[config.mk]
export PLATFORM = sky130hd
export DESIGN_NAME = tone_keypad
export DESIGN_NICKNAME = d
export VERILOG_FILES = /design/src/rtl/tone_keypad.sv
export SDC_FILE = /design/constraint.sdc
export NUM_CORES = 1
export LEC_CHECK = 0
export CORE_MARGIN = 10
export CORE_UTILIZATION = 45
export CTS_BUF_LIST = sky130_fd_sc_hd__clkbuf_4 sky130_fd_sc_hd__clkbuf_8
export DETAILED_ROUTE_END_ITERATION = 16
export GPL_TIMING_DRIVEN = 0
export PLACE_DENSITY_LB_ADDON = 0.15
export SYNTH_ARGS = -nofsm -noshare
export SYNTH_HDL_FRONTEND = slang
export SYNTH_SLANG_ARGS = --single-unit
[constraint.sdc]
create_clock -name clk -period 6.83 [get_ports clk]
set_input_delay 0.683 -clock clk [delete_from_list [all_inputs] [get_ports clk]]
set_output_delay 0.683 -clock clk [all_outputs]
set_load 0.02 [all_outputs]
[src/rtl/tone_keypad.sv]
`default_nettype none
// +----------------------------------------------------------------------------+
// | Module      : tone_keypad                                                  |
// | Description : N-button tone generator. Synchronised and debounced buttons  |
// |               are arbitrated lowest-index-first. Hold mode plays while a   |
// |               button is held. One-shot mode plays a fixed-length beep for  |
// |               each press. Drives the buzzer, one-hot LEDs and the "b<n>"   |
// |               hexdigit codes.                                              |
// | Revision    : 1.0 - initial release                                        |
// +----------------------------------------------------------------------------+
module tone_keypad #(
   parameter int                    NBTN      = 4,
   parameter int                    DIV_W     = 16,
   parameter logic [NBTN*DIV_W-1:0] DIV_TABLE = {16'd3999, 16'd3199, 16'd2999, 16'd2499},
   parameter int                    DEB_CYC   = 100000,
   parameter int                    BEEP_CYC  = 2000000
) (
   input  logic            clk,
   input  logic            rst,
   input  logic [NBTN-1:0] prbtn,
   input  logic            mode,
   output logic [NBTN-1:0] prled,
   output logic [4:0]      dig1,
   output logic [4:0]      dig0,
   output logic            prbuz,
   output logic            busy
);

   localparam int CH_W   = (NBTN > 1) ? $clog2(NBTN) : 1;
   localparam int DEB_W  = $clog2(DEB_CYC + 1);
   localparam int BEEP_W = $clog2(BEEP_CYC + 1);

   localparam logic [DEB_W-1:0]  DEB_LAST  = DEB_W'(DEB_CYC - 1);
   localparam logic [BEEP_W-1:0] BEEP_LOAD = BEEP_W'(BEEP_CYC - 1);

   localparam logic [1:0] ST_IDLE = 2'd0;
   localparam logic [1:0] ST_HOLD = 2'd1;
   localparam logic [1:0] ST_BEEP = 2'd2;
   localparam logic [1:0] ST_WAIT = 2'd3;

   localparam logic [4:0] DIG_OFF = 5'd20;
   localparam logic [4:0] DIG_B   = 5'd11;

   logic [NBTN-1:0]   pressed;
   logic [DIV_W-1:0]  div_tab [NBTN];

   logic [CH_W-1:0]   sel;
   logic              any;
   logic              any_q;
   logic              new_press;

   logic [1:0]        state, state_nx;
   logic [CH_W-1:0]   ch, ch_nx;
   logic [BEEP_W-1:0] beep_cnt, beep_nx;

   logic [DIV_W-1:0]  div_cnt;
   logic [DIV_W-1:0]  div_cur;
   logic              tone_on_nx;
   logic              restart;

   logic [NBTN-1:0]   led_nx;
   logic [4:0]        dig1_nx, dig0_nx;
   logic              busy_nx;

   genvar gi;
   generate
      for (gi = 0; gi < NBTN; gi++) begin : g_btn
         logic             sync1;
         logic             sync2;
         logic             deb;
         logic [DEB_W-1:0] deb_cnt;

         // Two-flop synchroniser plus debounce: the level is accepted only after
         // DEB_CYC consecutive differing samples.
         always_ff @(posedge clk) begin
            if (!rst) begin
               sync1   <= 1'b1;
               sync2   <= 1'b1;
               deb     <= 1'b1;
               deb_cnt <= '0;
            end else begin
               sync1 <= prbtn[gi];
               sync2 <= sync1;
               if (sync2 != deb) begin
                  if (deb_cnt == DEB_LAST) begin
                     deb     <= sync2;
                     deb_cnt <= '0;
                  end else begin
                     deb_cnt <= deb_cnt + 1'b1;
                  end
               end else begin
                  deb_cnt <= '0;
               end
            end
         end

         assign pressed[gi] = ~deb;
         assign div_tab[gi] = DIV_TABLE[gi*DIV_W +: DIV_W];
      end
   endgenerate

   // Priority arbitration: the lowest-index pressed button wins.
   always_comb begin
      sel = '0;
      for (int i = NBTN - 1; i >= 0; i--) begin
         if (pressed[i]) sel = CH_W'(i);
      end
   end

   assign any       = |pressed;
   assign new_press = any & ~any_q;

   // FSM state register, together with the channel and beep timer it owns.
   always_ff @(posedge clk) begin
      if (!rst) begin
         state    <= ST_IDLE;
         ch       <= '0;
         beep_cnt <= '0;
         any_q    <= 1'b0;
      end else begin
         state    <= state_nx;
         ch       <= ch_nx;
         beep_cnt <= beep_nx;
         any_q    <= any;
      end
   end

   // Next-state logic. Mode is only consulted in IDLE.
   always_comb begin
      state_nx = state;
      ch_nx    = ch;
      beep_nx  = beep_cnt;
      case (state)
         ST_IDLE: begin
            if (!mode && any) begin
               state_nx = ST_HOLD;
               ch_nx    = sel;
            end else if (mode && new_press) begin
               state_nx = ST_BEEP;
               ch_nx    = sel;
               beep_nx  = BEEP_LOAD;
            end
         end
         ST_HOLD: begin
            if (!any)            state_nx = ST_IDLE;
            else if (sel != ch)  ch_nx    = sel;
         end
         ST_BEEP: begin
            if (beep_cnt == '0) state_nx = ST_WAIT;
            else                beep_nx  = beep_cnt - 1'b1;
         end
         ST_WAIT: begin
            if (!any) state_nx = ST_IDLE;
         end
         default: state_nx = ST_IDLE;
      endcase
   end

   // Output decode from the current state; registered one cycle later below.
   always_comb begin
      led_nx  = '0;
      dig1_nx = DIG_OFF;
      dig0_nx = DIG_OFF;
      busy_nx = (state != ST_IDLE);
      if (state == ST_HOLD || state == ST_BEEP) begin
         led_nx  = NBTN'(1) << ch;
         dig1_nx = DIG_B;
         dig0_nx = 5'(ch);
      end
   end

   // Registered LED, digit and busy outputs.
   always_ff @(posedge clk) begin
      if (!rst) begin
         prled <= '0;
         dig1  <= DIG_OFF;
         dig0  <= DIG_OFF;
         busy  <= 1'b0;
      end else begin
         prled <= led_nx;
         dig1  <= dig1_nx;
         dig0  <= dig0_nx;
         busy  <= busy_nx;
      end
   end

   // The divider restarts on entry to a tone state or on a channel switch, so
   // the first rising buzzer edge always lands div+1 cycles after the restart.
   assign div_cur    = div_tab[ch];
   assign tone_on_nx = (state_nx == ST_HOLD) || (state_nx == ST_BEEP);
   assign restart    = (state_nx != state) || (ch_nx != ch);

   // Half-period tone divider driving the buzzer square wave.
   always_ff @(posedge clk) begin
      if (!rst) begin
         div_cnt <= '0;
         prbuz   <= 1'b0;
      end else if (!tone_on_nx || restart || (div_cur == '0)) begin
         div_cnt <= '0;
         prbuz   <= 1'b0;
      end else if (div_cnt == div_cur) begin
         div_cnt <= '0;
         prbuz   <= ~prbuz;
      end else begin
         div_cnt <= div_cnt + 1'b1;
      end
   end

endmodule
`default_nettype wire

==> results of run 1 <==
-- through the flow --
stage               utilization [%]  worst slack, ps  total power, mW  hold WS, ps
floorplan                         -             4334           0.8031        386.3
global placement              49.33             3661           0.8114        391.8
detailed placement            49.33             3606           0.8118        397.3
CTS                           52.67             4072            1.540        414.5
global route                  52.67             3769            1.577        434.3
finish                        52.67             4043            1.523        409.0
-- final cells by class --
| cell class | count | area (sq um) |
|---|---|---|
| fillers | 1260 | 6317 |
| multi-input cells | 522 | 3276 |
| clock inverters | 9 | 150.1 |
| flip-flops and latches | 132 | 2643 |
| well taps | 176 | 220.2 |
| clock buffers | 22 | 296.5 |
| inverters | 21 | 78.83 |
| repair buffers | 20 | 200.2 |
| plain buffers | 34 | 166.4 |
-- metal layers --
layer | GRT usage [%] | part of all wire, %
met5 | 0 | 0
met4 | 5.913 | 1.3
met3 | 3.629 | 3.7
met2 | 23.32 | 48
met1 | 16.61 | 47
-- logic make-up (layout without fill, tap and decap cells) --
logic type | after synthesis | count (layout)
AO/OA/AOI/OAI | 80 | 80
XOR/XNOR | 81 | 81
adder cells (fa/ha/maj) | 13 | 13
buffers and inverters | 55 | 106
flip-flops | 132 | 132
multiplexers | 6 | 6
other | 1 | 1
AND/OR/NAND/NOR | 341 | 341
-- report_power, final --
group / switching (mW) / internal, mW / total [mW]
combinational: 0.0135 / 0.00667 / 0.0202
clock: 0.292 / 0.437 / 0.729
sequential: 0.00137 / 0.772 / 0.774
-- how the worst max path moves through the flow --
stage	depth (start not counted)	startpoint	end	slack, ps
floorplan	8	beep_cnt[4]	prbuz	4330
global placement	6	mode	div_cnt[13]	3660
CTS	6	mode	div_cnt[15]	4070
global route	6	mode	div_cnt[11]	3770
finish	6	mode	div_cnt[8]	4040
detailed placement	6	mode	div_cnt[15]	3610
-- synth_stat cells, types with 8 or more instances --
master    number
a21oi_1       21
a311oi_1       8
and3_1        15
clkbuf_1      25
dfxtp_1      132
ha_1          13
inv_1         21
nand2_1       51
nand2b_1      15
nand3_1       32
nand4_1       23
nor2_1       112
nor3_1        19
nor4_1        20
nor4_2        10
o21ai_0       16
or3_1         10
or4_1          8
xnor2_1       40
xor2_1        41
-- registers in the layout, summed over array words and instances (netlist names) --
register / flops
g_btn.deb_cnt: 68
beep_cnt: 21
div_cnt: 16
g_btn.deb: 4
g_btn.sync1: 4
g_btn.sync2: 4
prled: 4
ch: 2
dig0: 2
dig1: 2
state: 2
any_q: 1
busy: 1
prbuz: 1
==> run metrics, run 1 <==
post-route insts no fill around 940; fin crit period 2787 ps; Placed Cells around 900; Fin Setup TNS 0 ps; die area 18,780 sq um; CTS buffer count 17; Post-synth EDFFs 0; share of cells above drive strength 1 around 8%; critical path's top delay family buffers and inverters; nets 768; CP Capture Type flop; Tot GR Track Use 13.97%; YS warnings 0; GPL Wtd Cong slightly above 0.8; mux cell area share after synthesis under 10%; final worst-path cycle share roughly 41%; post-synthesis register bit count between 100 and 150; unrepaired setup endpoints after global routing false; Startpoint Class input pin; Antenna Cells 0; worst path buffer plus inverter count 2; Reg2Reg Depth 9; Mapped Nets between 700 and 800; Hold Crit Depth 1; Top FF cell, synth dfxtp_1; XOR/XNOR Fraction of Synth Area a little under an eighth; Wirelength per Cell 13.41 um; Core Region approximately 13,000 sq um; worst clock skew around 7.2 ps; H-tree Lvls 4; Initial Util 46.18%; RR Startpoint state[1]; postcts setup bufs 0; residual DRC count 0; Rows between 40 and 50; commonest non-fill, non-tap cell in the layout dfxtp_1; Synth Area in Compound Gates about 9%; commonest non-fill, non-tap cells in the layout 132 x dfxtp_1, 112 x nor2_1, 51 x nand2_1; Num Clock Sinks 132; Overflow after GRT 0; reg2reg end div_cnt[8]; Boundary Pins 23; Design Area, Final between 7000 and 8000 sq um; Final setup viols 0; dpl hpwl 8.938 mm; Routed Wire Length approximately 13 mm; Max-slew headroom between 50% and 60%; Die Y around 140 um; critical path cell sequence clkdlybuf4s50_1 > a21boi_0 > o21ai_0 > o21ai_1 > clkbuf_1 > nor4_2; LEAKAGE approximately 2.4 nW; Worst Min Path Start g_btn[0].sync1; kind of critical path in2reg; maximum number of pins on one net before global-route repair 17; Clock Tree Buf Depth 2; largest area contributor in the netlist dfxtp_1; Power Density about 220 nW/um^2; Synth Cell Area between 6000 and 7000 sq um; initial antenna violation count 0; Routed Antenna Nets 0; Critical Path Fanout Max 10; Slew Viols, Final 0; Syn Inst Count 709; Hold-fix buffers, CTS 0; Synth top area share 42.87%; vias in the first global route 4,850; initial detailed-routing violation count between 300 and 400; post-DR vias/cell approximately 5.3; clock slew seen by the registers of the worst setup and hold paths approximately 70 ps; post-synthesis adder-cell area fraction 2.639%; Die X about 140 um; slowest stage delay, CP roughly 600 ps; Mapped Avg Cell Area a little under 9 sq um; routed via count 4,997; clock latency on the worst-skew pair ~440 ps; class of the worst hold path reg2reg; fmax roughly 360 MHz; CP required approximately 7100 ps; Syn-to-layout area delta 14.07%; Synth area leaders dfxtp_1 43%, nor2_1 6.8%, xor2_1 5.8%; first-pass GRT wire length between 20 and 25 mm; Root Driver clkbuf_8; dpl cell area 6584 sq um; status finished clean; main combinational cell family by area after synthesis simple AND/OR/NAND/NOR gates; ys async rst share 0%; fraction of the mapped netlist area in simple logic gates between 20% and 30%; CTS tree done; synth unique cells 61; # resized after CTS 0; max-cap violations 0; Worst VDD drop around 0.00012 V; Buffers on Ports 20; Min-Delay Endpoint g_btn[0].sync2; TritonRoute pass-1 iters 5; R2R Setup Slk 4100 ps; Hold Violations, Final 0; worst path arrival time about 3100 ps; CP max-delay cell clkbuf_1; register area share after synthesis around 43%; Slew @ Worst Pin ~720 ps
(Power assumes the default switching activity.)
==> run 2: changes to the inputs <==
- clock period: 6.83 -> 2.7 ns (I/O delays scaled with it)
==> run 2 against run 1 <==
Routed wire length up 1.3%. Utilization up 0.75 points. Critical path depth up 2. Count of clock-buffer cells in the layout unchanged. Sequential share of layout area down 0.47 points. Final cell count up 0.21%. Sequential cell count unchanged. Sequential power rose to 2.5 times the previous value. Die area unchanged. Final area up 1.4%. Power rose to 2.5 times the previous value. Critical endpoint is now prbuz. Largest power group unchanged.
==> run metrics, run 2 (synthesis gave the netlist of run 1 again) <==
Routed Antenna Nets 0 (unchanged); initial antenna violation count 0 (unchanged); GPL Wtd Cong 0.8118 (unchanged); LEAKAGE 2.397 nW (+1.1%); Overflow after GRT 0 (unchanged); Boundary Pins 23 (unchanged); commonest non-fill, non-tap cell in the layout dfxtp_1; Antenna Cells 0 (unchanged); nets 770 (+0.26%); Startpoint Class flop; Power Density 539.6 nW/um^2 (+150%); Core Region 13,350 sq um (unchanged); worst clock skew 7.223 ps (+0.02501 ps); reg2reg end prbuz; Fin Setup TNS 0 ps (unchanged); total power 3.847 mW (+150%); top sig layer met4; CTS tree done; share of cells above drive strength 1 9.711% (+1.8 points); residual DRC count 0 (unchanged); Critical Path Fanout Max 10 (unchanged); die area 18,780 sq um (unchanged); R2R Setup Slk 100 ps (-4000 ps); largest registers g_btn.deb_cnt x68, beep_cnt x21, div_cnt x16; CP Capture Type flop; fmax 384.6 MHz; Worst Min Path Start rst; Worst VDD drop 0.0003155 V (+150%); kind of critical path reg2reg; first-pass GRT wire length 21.78 mm (about the same); crit path capture prbuz; clock latency on the worst-skew pair 440 ps (about the same); H-tree Lvls 4 (unchanged); Clock Tree Buf Depth 2 (unchanged); Rows 42 (unchanged); clock slew seen by the registers of the worst setup and hold paths 70 ps (about the same); Initial Util 46.18% (unchanged); number of flip-flops in the largest register 68 (unchanged); Max-slew headroom 51.57% (unchanged); fin crit period between 2000 and 3000 ps; routed via count 5,028 (+0.62%); detailed-routing wirelength on met1 5.889 mm (+0.36%); CP required 3050 ps (-4080 ps); multi-input gate area in the final layout 3341 sq um (+2.0%); Hold Crit Depth 3 (+2); dpl hpwl 8.938 mm (unchanged); CTS buffer count 17 (unchanged); Root Driver clkbuf_8; Hold Violations, Final 0 (unchanged); Syn-to-layout area delta 15.69%; Buffers on Ports 20 (unchanged); maximum number of pins on one net before global-route repair 17 (unchanged); Wirelength per Cell 13.55 um (+1.0%); RR Startpoint beep_cnt[4]; Routed Wire Length 12.71 mm (+1.3%); Die X 137.0 um (unchanged); start point of the critical path beep_cnt[4]; routed wl met3 507 um (+9.0%); WL met2 6.103 mm (+0.78%); TritonRoute pass-1 iters 5 (unchanged); Final setup viols 0 (unchanged); commonest non-fill, non-tap cells in the layout 129 x dfxtp_1, 112 x nor2_1, 51 x nand2_1; worst path arrival time 2950 ps (-140 ps); Reg2Reg Depth 8 (-1); Tot GR Track Use 13.98% (+0.015 points); Slew Viols, Final 0 (unchanged); Biggest register g_btn.deb_cnt; Die Y 137.0 um (unchanged); final worst-path cycle share 96.30%; status finished clean; class of the worst hold path in2reg; post-DR vias/cell 5.360 (+0.41%); Slew @ Worst Pin 719.9 ps (unchanged); Reg area 2646 sq um (+0.14%); max-cap violations 0 (unchanged); Num Clock Sinks 132 (unchanged); Fill cells 1,253 (-0.56%); vias in the first global route 4,841 (-0.19%); initial detailed-routing violation count 380 (+13%)
-- run 2: through the flow --
| stage | cells | util [%] | cell area, sq um | hold slack (ps) | setup WS (ps) |
|---|---|---|---|---|---|
| 2_1_floorplan | 709 | - | 6163 | 371.5 | 203.5 |
| 3_3_place_gp | 905 | 49.33 | 6584 | 391.8 | -55.55 |
| 3_5_place_dp | 905 | 49.33 | 6584 | 397.3 | -111.3 |
| 4_1_cts | 936 | 52.76 | 7042 | 237.1 | 12.02 |
| 5_1_grt | 938 | 53.42 | 7131 | 311.4 | -1.394 |
| 6_report | 938 | 53.42 | 7131 | 269.7 | 99.81 |
-- run 2: final cells by class --
cell class,count,share of cell area [%]
clock inverter,9,2.106
clock buffer,22,4.159
sequential,132,37.11
buffer,33,2.404
timing repair buffer,23,3.176
inverter,21,1.105
multi-input combinational,522,46.85
tap,176,3.088
-- run 2: metal layers --
layer / track usage [%] / vias to the layer above
met1: 16.63 / 2364
li1: - / 2571
met4: 5.913 / 0
met2: 23.34 / 75
met5: 0 / -
met3: 3.629 / 18
-- run 2: worst max-delay path: stages (launching register included) --
cell and delay [ps]:
dfxtp_2 350, or4_1 540, buf_6 160, or4_4 510, buf_6 150, o31ai_4 210
a211oi_4 140, buf_6 200, nor4_4 260
-- run 2: timing repair --
| item | CTS | global route |
|---|---|---|
| pin swaps | 0 | 2 |
| buffers inserted | 0 | 2 |
| cloned | 0 | 1 |
| hold endpoints to repair | 0 | 0 |
| hold buffers | 0 | 0 |
| resized for setup | 4 | 20 |
| endpoints found under the setup margin | 11 | 26 |
-- run 2: worst min path at each step --
stage and endpoint:
6_report g_btn[3].deb_cnt[2], 5_1_grt g_btn[3].deb_cnt[2], 4_1_cts g_btn[3].deb_cnt[2], 3_5_place_dp g_btn[0].sync2
3_3_place_gp g_btn[1].sync2, 2_1_floorplan g_btn[0].sync1
-- run 2: power breakdown --
| group | switching, mW | internal [mW] | total, mW |
|---|---|---|---|
| clock network | 0.732 | 1.11 | 1.84 |
| logic | 0.0356 | 0.0173 | 0.0529 |
| registers | 0.00348 | 1.95 | 1.96 |
